==> src/rtl/vga_fill_ctrl.sv <==
// vga_fill_ctrl - fill engine and port-A arbiter for the VGA frame buffer.
//
// Fills a range of frame-buffer words with a 32-bit pattern using only the
// cycles in which the core leaves VGA memory port A idle. The core always
// wins port A, and its request passes straight through to the memory.
//
// Optional build macro: VGA_FILL_STALL_CNT_EN adds FillStallCnt, a
// saturating count of the FILL cycles lost to core traffic.
//
// Ports
//   QClk, Reset               clock (rising edge), async active-high reset
//   CoreWrEn/RdEn/Addr/WrData/ByteEn   core access to VGA memory
//   FillStart                 one-cycle launch pulse; samples FillBase,
//                             FillLen and FillPattern
//   FillAbort                 cancels an active fill
//   MemWrEn/RdEn/Addr/WrData/ByteEn    VGA memory port A
//   FillBusy                  high while a fill is in progress
//   FillDone                  one-cycle pulse when a fill ends normally
//   FillStallCnt              (optional) core-blocked FILL cycles
//
// state | meaning
// IDLE  | waiting for FillStart
// FILL  | writing pattern words whenever port A is free
// DONE  | single-cycle FillDone pulse, then back to IDLE
module vga_fill_ctrl #(
    parameter int ADDR_W    = 14,
    parameter int MEM_WORDS = 10240
) (
    input  logic              QClk,
    input  logic              Reset,
    input  logic              CoreWrEn,
    input  logic              CoreRdEn,
    input  logic [ADDR_W-1:0] CoreAddr,
    input  logic [31:0]       CoreWrData,
    input  logic [3:0]        CoreByteEn,
    input  logic              FillStart,
    input  logic [ADDR_W-1:0] FillBase,
    input  logic [ADDR_W-1:0] FillLen,
    input  logic [31:0]       FillPattern,
    input  logic              FillAbort,
    output logic              MemWrEn,
    output logic              MemRdEn,
    output logic [ADDR_W-1:0] MemAddr,
    output logic [31:0]       MemWrData,
    output logic [3:0]        MemByteEn,
    output logic              FillBusy,
    output logic              FillDone
`ifdef VGA_FILL_STALL_CNT_EN
    ,
    output logic [15:0]       FillStallCnt
`endif
);

    localparam logic [ADDR_W-1:0] MEM_SIZE  = ADDR_W'(MEM_WORDS);
    localparam logic [ADDR_W-1:0] LAST_ADDR = ADDR_W'(MEM_WORDS - 1);

    typedef enum logic [1:0] {
        IDLE = 2'd0,
        FILL = 2'd1,
        DONE = 2'd2
    } state_t;

    state_t            state_q, state_d;
    logic [ADDR_W-1:0] fill_ptr_q;
    logic [ADDR_W-1:0] remain_q;
    logic [31:0]       pat_q;
    logic              core_req;
    logic              fill_wr;
    logic              start_ok;
    logic [ADDR_W-1:0] base_wrapped;

    assign core_req = CoreWrEn | CoreRdEn;
    // Abort beats a pending write, and the core beats the engine.
    assign fill_wr  = (state_q == FILL) && !core_req && !FillAbort;
    assign start_ok = (state_q == IDLE) && FillStart;

    // The address space is less than twice the memory size, so one
    // conditional subtract is a full modulo reduction.
    assign base_wrapped = (FillBase >= MEM_SIZE) ? (FillBase - MEM_SIZE) : FillBase;

    always_ff @(posedge QClk or posedge Reset) begin
        if (Reset) begin
            state_q <= IDLE;
        end else begin
            state_q <= state_d;
        end
    end

    always_comb begin
        state_d = state_q;
        case (state_q)
            IDLE: begin
                if (FillStart) begin
                    state_d = (FillLen != '0) ? FILL : DONE;
                end
            end
            FILL: begin
                if (FillAbort) begin
                    state_d = IDLE;
                end else if (fill_wr && (remain_q == ADDR_W'(1))) begin
                    state_d = DONE;
                end
            end
            DONE:    state_d = IDLE;
            default: state_d = IDLE;
        endcase
    end

    // Remain is a down-counter; the terminal compare above ends the fill.
    always_ff @(posedge QClk or posedge Reset) begin
        if (Reset) begin
            fill_ptr_q <= '0;
            remain_q   <= '0;
            pat_q      <= '0;
        end else if (start_ok && (FillLen != '0)) begin
            fill_ptr_q <= base_wrapped;
            remain_q   <= FillLen;
            pat_q      <= FillPattern;
        end else if (fill_wr) begin
            fill_ptr_q <= (fill_ptr_q == LAST_ADDR) ? '0 : fill_ptr_q + ADDR_W'(1);
            remain_q   <= remain_q - ADDR_W'(1);
        end
    end

    always_comb begin
        MemWrEn   = 1'b0;
        MemRdEn   = 1'b0;
        MemAddr   = '0;
        MemWrData = '0;
        MemByteEn = '0;
        if (core_req) begin
            MemWrEn   = CoreWrEn;
            MemRdEn   = CoreRdEn;
            MemAddr   = CoreAddr;
            MemWrData = CoreWrData;
            MemByteEn = CoreByteEn;
        end else if (fill_wr) begin
            MemWrEn   = 1'b1;
            MemAddr   = fill_ptr_q;
            MemWrData = pat_q;
            MemByteEn = 4'hF;
        end
    end

    assign FillBusy = (state_q == FILL);
    assign FillDone = (state_q == DONE);

`ifdef VGA_FILL_STALL_CNT_EN
    always_ff @(posedge QClk or posedge Reset) begin
        if (Reset) begin
            FillStallCnt <= '0;
        end else if (start_ok) begin
            FillStallCnt <= '0;
        end else if ((state_q == FILL) && core_req && (FillStallCnt != 16'hFFFF)) begin
            FillStallCnt <= FillStallCnt + 16'd1;
        end
    end
`endif

endmodule

==> config.mk <==
export PLATFORM = sky130hd
export DESIGN_NAME = vga_fill_ctrl
export DESIGN_NICKNAME = d
export VERILOG_FILES = /design/src/rtl/vga_fill_ctrl.sv
export SDC_FILE = /design/constraint.sdc
export NUM_CORES = 1
export LEC_CHECK = 0
export CAP_MARGIN = 20
export CORE_MARGIN = 8
export CORE_UTILIZATION = 42
export CTS_BUF_LIST = sky130_fd_sc_hd__clkbuf_8
export DETAILED_ROUTE_END_ITERATION = 6
export GPL_TIMING_DRIVEN = 0
export HOLD_SLACK_MARGIN = 0.03
export PLACE_DENSITY = 0.82
export SLEW_MARGIN = 10
export SYNTH_ARGS = -nofsm -noshare
export SYNTH_HDL_FRONTEND = slang
export SYNTH_SLANG_ARGS = --single-unit
export TNS_END_PERCENT = 10
==> constraint.sdc <==
create_clock -name QClk -period 2.9 [get_ports QClk]
set_input_delay 0.725 -clock QClk [delete_from_list [all_inputs] [get_ports QClk]]
set_output_delay 0.725 -clock QClk [all_outputs]
set_load 0.02 [all_outputs]
* Word level (Yosys, flattened, before mapping)
Index checks and enable logic that the tools add are counted.
** Word-level totals
- Latch bits :: 0
- Memory bits (writable) :: 0
- Memory bits (read-only) :: 0
- Memories kept :: 0
- Register bits :: 62
- Logic and storage cells :: 46
** Operators by class
- Shift operators :: 0
- Bitwise operators :: 1
- Multiply operators :: 0
- Order comparisons :: 1
- Eq/ne operators :: 6
- Mux-type cells :: 20
- Reductions and logical operators :: 11
- Divide/modulo/power cells :: 0
- Add/sub/neg operators :: 3
** Operator list (count)
- two-way mux 14 bit :: 8
- two-way mux 32 bit :: 2
- adder 14 x 1 -> 14 bit (second input constant) :: 1
- == test 14 x 1 -> 1 bit (second input constant) :: 1
- == test 14 bit (second input constant) :: 1
- greater-or-equal comparator 14 bit (second input constant) :: 1
- nonzero test 14 bit :: 1
- subtractor 14 x 1 -> 14 bit (second input constant) :: 1
- subtractor 14 bit (second input constant) :: 1
- two-way mux 2 bit :: 4
- two-way mux 4 bit :: 2
- logical AND 1 bit :: 5
- case mux 2 bit (2 select lines) :: 1
- two-way mux 1 bit :: 3
- != test 3 x 2 -> 1 bit (second input constant) :: 1
- == test 2 x 1 -> 1 bit (second input constant) :: 1
- == test 2 bit (second input constant) :: 1
- logical NOT 1 bit :: 2
- logical NOT 2 bit :: 1
- != test 2 bit (second input constant) :: 1
- AND reduction 2 bit :: 1
- nonzero test 2 bit :: 1
- bitwise OR 1 bit :: 1

* Depth between registers and ports, before layout
- Depth after elaboration :: 8
- Gate-level depth with buffers :: 8

* Worst setup path after synthesis
No wires, ideal clock.
- Path kind :: input-to-output
- From :: input CoreRdEn
- To :: output MemAddr[5]
- Stages on the path :: 6
- Data arrival time :: 2261 ps
- Required time :: 2175 ps
- Path slack :: -86 ps
- Cell sequence :: or2_2 -> clkbuf_1 -> or2_0 -> clkbuf_1 -> clkbuf_1 -> o21ai_0
** On the way
- Word-level cells in the longest chain between the ends :: 6
** RTL lines
- start: declaration :: RTL line 32 : input logic CoreRdEn,
- bitwise OR 1 bit (*) :: RTL line 72 : assign core_req = CoreWrEn | CoreRdEn;
- logical NOT 1 bit :: RTL line 74 : assign fill_wr = (state_q == FILL) && !core_req && !FillAbort;
- logical AND 1 bit (2 in a row) :: RTL line 74
- two-way mux 14 bit :: RTL line 137 : end else if (fill_wr) begin
- two-way mux 14 bit (*) :: RTL line 131 : if (core_req) begin
- end: declaration :: RTL line 43 : output logic [ADDR_W-1:0] MemAddr,
Mark *: on every way between the ends. The rest lies on a longest branch, timed or not.

* Final worst setup path
- From :: input CoreWrEn
- To :: output MemWrData[4]
** On the way
- Word-level cells in the longest chain between the ends :: 6
** RTL lines
- start: declaration :: RTL line 31 : input logic CoreWrEn,
- bitwise OR 1 bit (*) :: RTL line 72
- logical NOT 1 bit :: RTL line 74
- logical AND 1 bit (2 in a row) :: RTL line 74
- two-way mux 32 bit :: RTL line 137
- two-way mux 32 bit (*) :: RTL line 131
- end: declaration :: RTL line 44 : output logic [31:0] MemWrData,
Marked as above.

==> reports/results.ini <==
[status]
outcome = complete, no violations

[setup_path]
reg2reg_from = state_q[1]
end_kind = primary output
r2r_end = remain_q[9]
path_class = primary input to primary output
path_max_fanout = 8
reg2reg_depth = 7
crit_path_start_kind = primary input
critPathArrivalTime_ns = 2.13
required_ns = 2.17
r2r_slack_ns = 0.40

[timing]
worst_slack_ns = 0.04125
fin_crit_ns = 2.859
fmax_mhz = 349.8
setup_violations = 0
hold_viol_final = 0
period_share = 0.9858
rsz0062_at_grt = true
slew_violations = 0
slew_headroom = 0.4944
clock_skew_ns = 0.01277
max_slew.worst_pin.slew_ns = 0.7584
setup_tns_ns = 0

[route]
top_layer = met4
drt-total-wl_um = 13600
via_count = 4020
met1_length_um = 5342
dr.pass1.iters = 5
wl_met3_um = 1232
drtAntennaViolNets = 0
drt_iter0_drc = 220
wl_met2_um = 6650
drc = 0
wire_per_inst_um = 18.95
viasPerCell = 5.599

[clocking]
clk_path_buf_depth = 2
cts_buffers = 9
root_buffer = clkbuf_8
clock_latency_ns = 0.33
cts_tree = built
htree_levels = 3
clk_pin_slew_worst_paths_ns = 0.07
clock-sinks = 62
ctsHoldBuffers = 0

[global_routing]
grt_first_pass_wirelength_um = 21440
grt_max_degree = 63
antenna_found_initial = 0
overflow = 0
track_usage = 0.2325
grt_pass1_vias = 4230

[yosys]
netlist_area_um2 = 3533
ys_top_cells_by_area = dfrtp_1, nand2_1, a22o_1
yosys.area.top_type = dfrtp_1
avgSynthCellArea_um2 = 8.494
ys_warn_count = 0
synth_nets = 536
ys_seq_elements = 62
synth_top_area_frac = 0.4391
synth_seq_area_share = 0.4391
postSynthCellCount = 416
synth_cell_types = 51

[die]
start_util = 0.4322
die_w_um = 107.7
rows = 33
io-pin-count = 170
core_area_um2 = 8175
die_h_um = 107.7
die-area_um2 = 11600

[cells_and_area]
fin_area_um2 = 5773
n_antenna_cell = 0
n_fill_cell = 660
seq_area_um2 = 1551
drive_gt1_frac = 0.1729
area_growth_pct = 63.39
fin_nets = 728
multi_input_area_um2 = 1843
fin_util = 0.7062

[power_and_ir_drop]
clkPwrFrac = 0.296
power_switching_share = 0.3171
p_per_area_nw_per_um2 = 517.5
intPower_mw = 2.040
power_frac_seq = 0.408
power.total_mw = 2.988
p_sw_mw = 0.9475
peakVddDrop_mv = 0.2588
p_leak_nw = 2.625
combPwrFrac = 0.297

[placement]
hpwl_um = 9881
preCtsSetupSlack_ns = -1.420
gp_congestion = 0.9149
dpl_cell_area_um2 = 5359
portBuffers = 169

[job]
maxCapViolCount = 0

[worst_hold_path]
hold_end = pat_q[14]
hold_depth = 2
worstHoldStart = pat_q[14]
min_path_type = register to register

metrics by stage:
stage / hold slack (ns) / instances
global route: 0.5068 / 718
floorplan: 0.4466 / 416
finish: 0.4798 / 718
detailed placement: 0.4673 / 690
CTS: 0.4864 / 719
global placement: 0.4608 / 690
worst max-delay path by stage:
stage                    endpoint       start  slack (ns)
finish               MemWrData[4]    CoreWrEn        0.04
global route         MemWrData[9]    CoreWrEn      -0.005
CTS                    state_q[0]  FillLen[6]        0.01
detailed placement     MemAddr[4]    CoreRdEn       -1.42
global placement    MemWrData[29]    CoreRdEn       -1.43
floorplan              MemAddr[0]    CoreRdEn        0.03
power by group through the flow:
stage	clock (mW)	combinational [mW]	sequential [mW]
6_report	0.883	0.887	1.22
3_5_place_dp	0	0.859	1.22
4_1_cts	0.885	0.878	1.21
3_3_place_gp	0	0.831	1.22
5_1_grt	0.930	0.968	1.24
2_1_floorplan	0	0.480	1.17
placed cells by master (no fill, tap or decap), drive strengths merged, types with 3 or more instances in the layout:
master and count:
clkdlybuf4s50 115, a21oi 11, or3 4, inv 8
nor4 6, a221o 4, and3 6, o21ai 17
nor2b 3, nor2 21, o211ai 6, a22o 45
xor2 6, nand2 129, ha 4, buf 73
clkbuf 32, o311ai 5, nor3 4, nand4 6
nand3 11, a211o 3, dfrtp 62
metal layers:
layer,up-vias,GRT usage
li1,1872,-
met1,1894,0.2730
met2,219,0.3895
met3,35,0.05868
met4,0,0.1070
met5,-,0
what timing repair did:
item,CTS,global route
resized for setup,281,14
cloned,4,0
setup endpoints to repair,54,49
pin swaps,8,3
setup buffers,11,0
registers in the layout, indices dropped and copies added (netlist names):
name / count
fill_ptr_q: 14
state_q: 2
remain_q: 14
pat_q: 32
worst max-delay path, stage by stage:
cell and delay [ns]:
dlygate4sd2_1 0.25, or2_4 0.31, nor2_4 0.18, buf_6 0.13
buf_8 0.12, clkbuf_16 0.14, a22o_1 0.15, buf_6 0.13
cell usage after synthesis, drive strengths merged:
library cell	number
a211o	3
a211oi	1
a21o	2
a21oi	11
a221o	4
a22o	45
a22oi	1
a2bb2oi	1
a32oi	1
and2	2
and3	6
buf	8
clkbuf	21
dfrtp	62
ha	4
inv	7
mux2	1
nand2	129
nand2b	2
nand3	11
nand4	6
nand4bb	2
nor2	21
nor2b	3
nor3	4
nor3b	2
nor4	6
nor4b	1
o2111ai	2
o211ai	6
o21ai	17
o22ai	1
o311ai	5
o41a	1
or2	2
or3	4
or3b	1
or4	2
xnor2	2
xor2	6
cell families (layout without fill, tap and decap cells):
logic type,after synthesis,in the layout,share of synthesized area
AND/OR/NAND/NOR,204,204,0.2627
AO/OA/AOI/OAI,101,101,0.2196
flip-flops,62,62,0.4391
buffers and inverters,36,233,0.04143
XOR/XNOR,8,8,0.01983
adder cells (fa/ha/maj),4,4,0.01416
multiplexers,1,1,0.003187
final cells by class:
class	instances	area share
clock buffers	12	0.02861
plain buffers	26	0.03489
clock inverters	4	0.01192
inverters	7	0.004985
repair buffers	184	0.3088
multi-input cells	318	0.3192
well taps	105	0.02276
flip-flops and latches	62	0.2687
No activity file was read; power rests on OpenSTA's default activity.
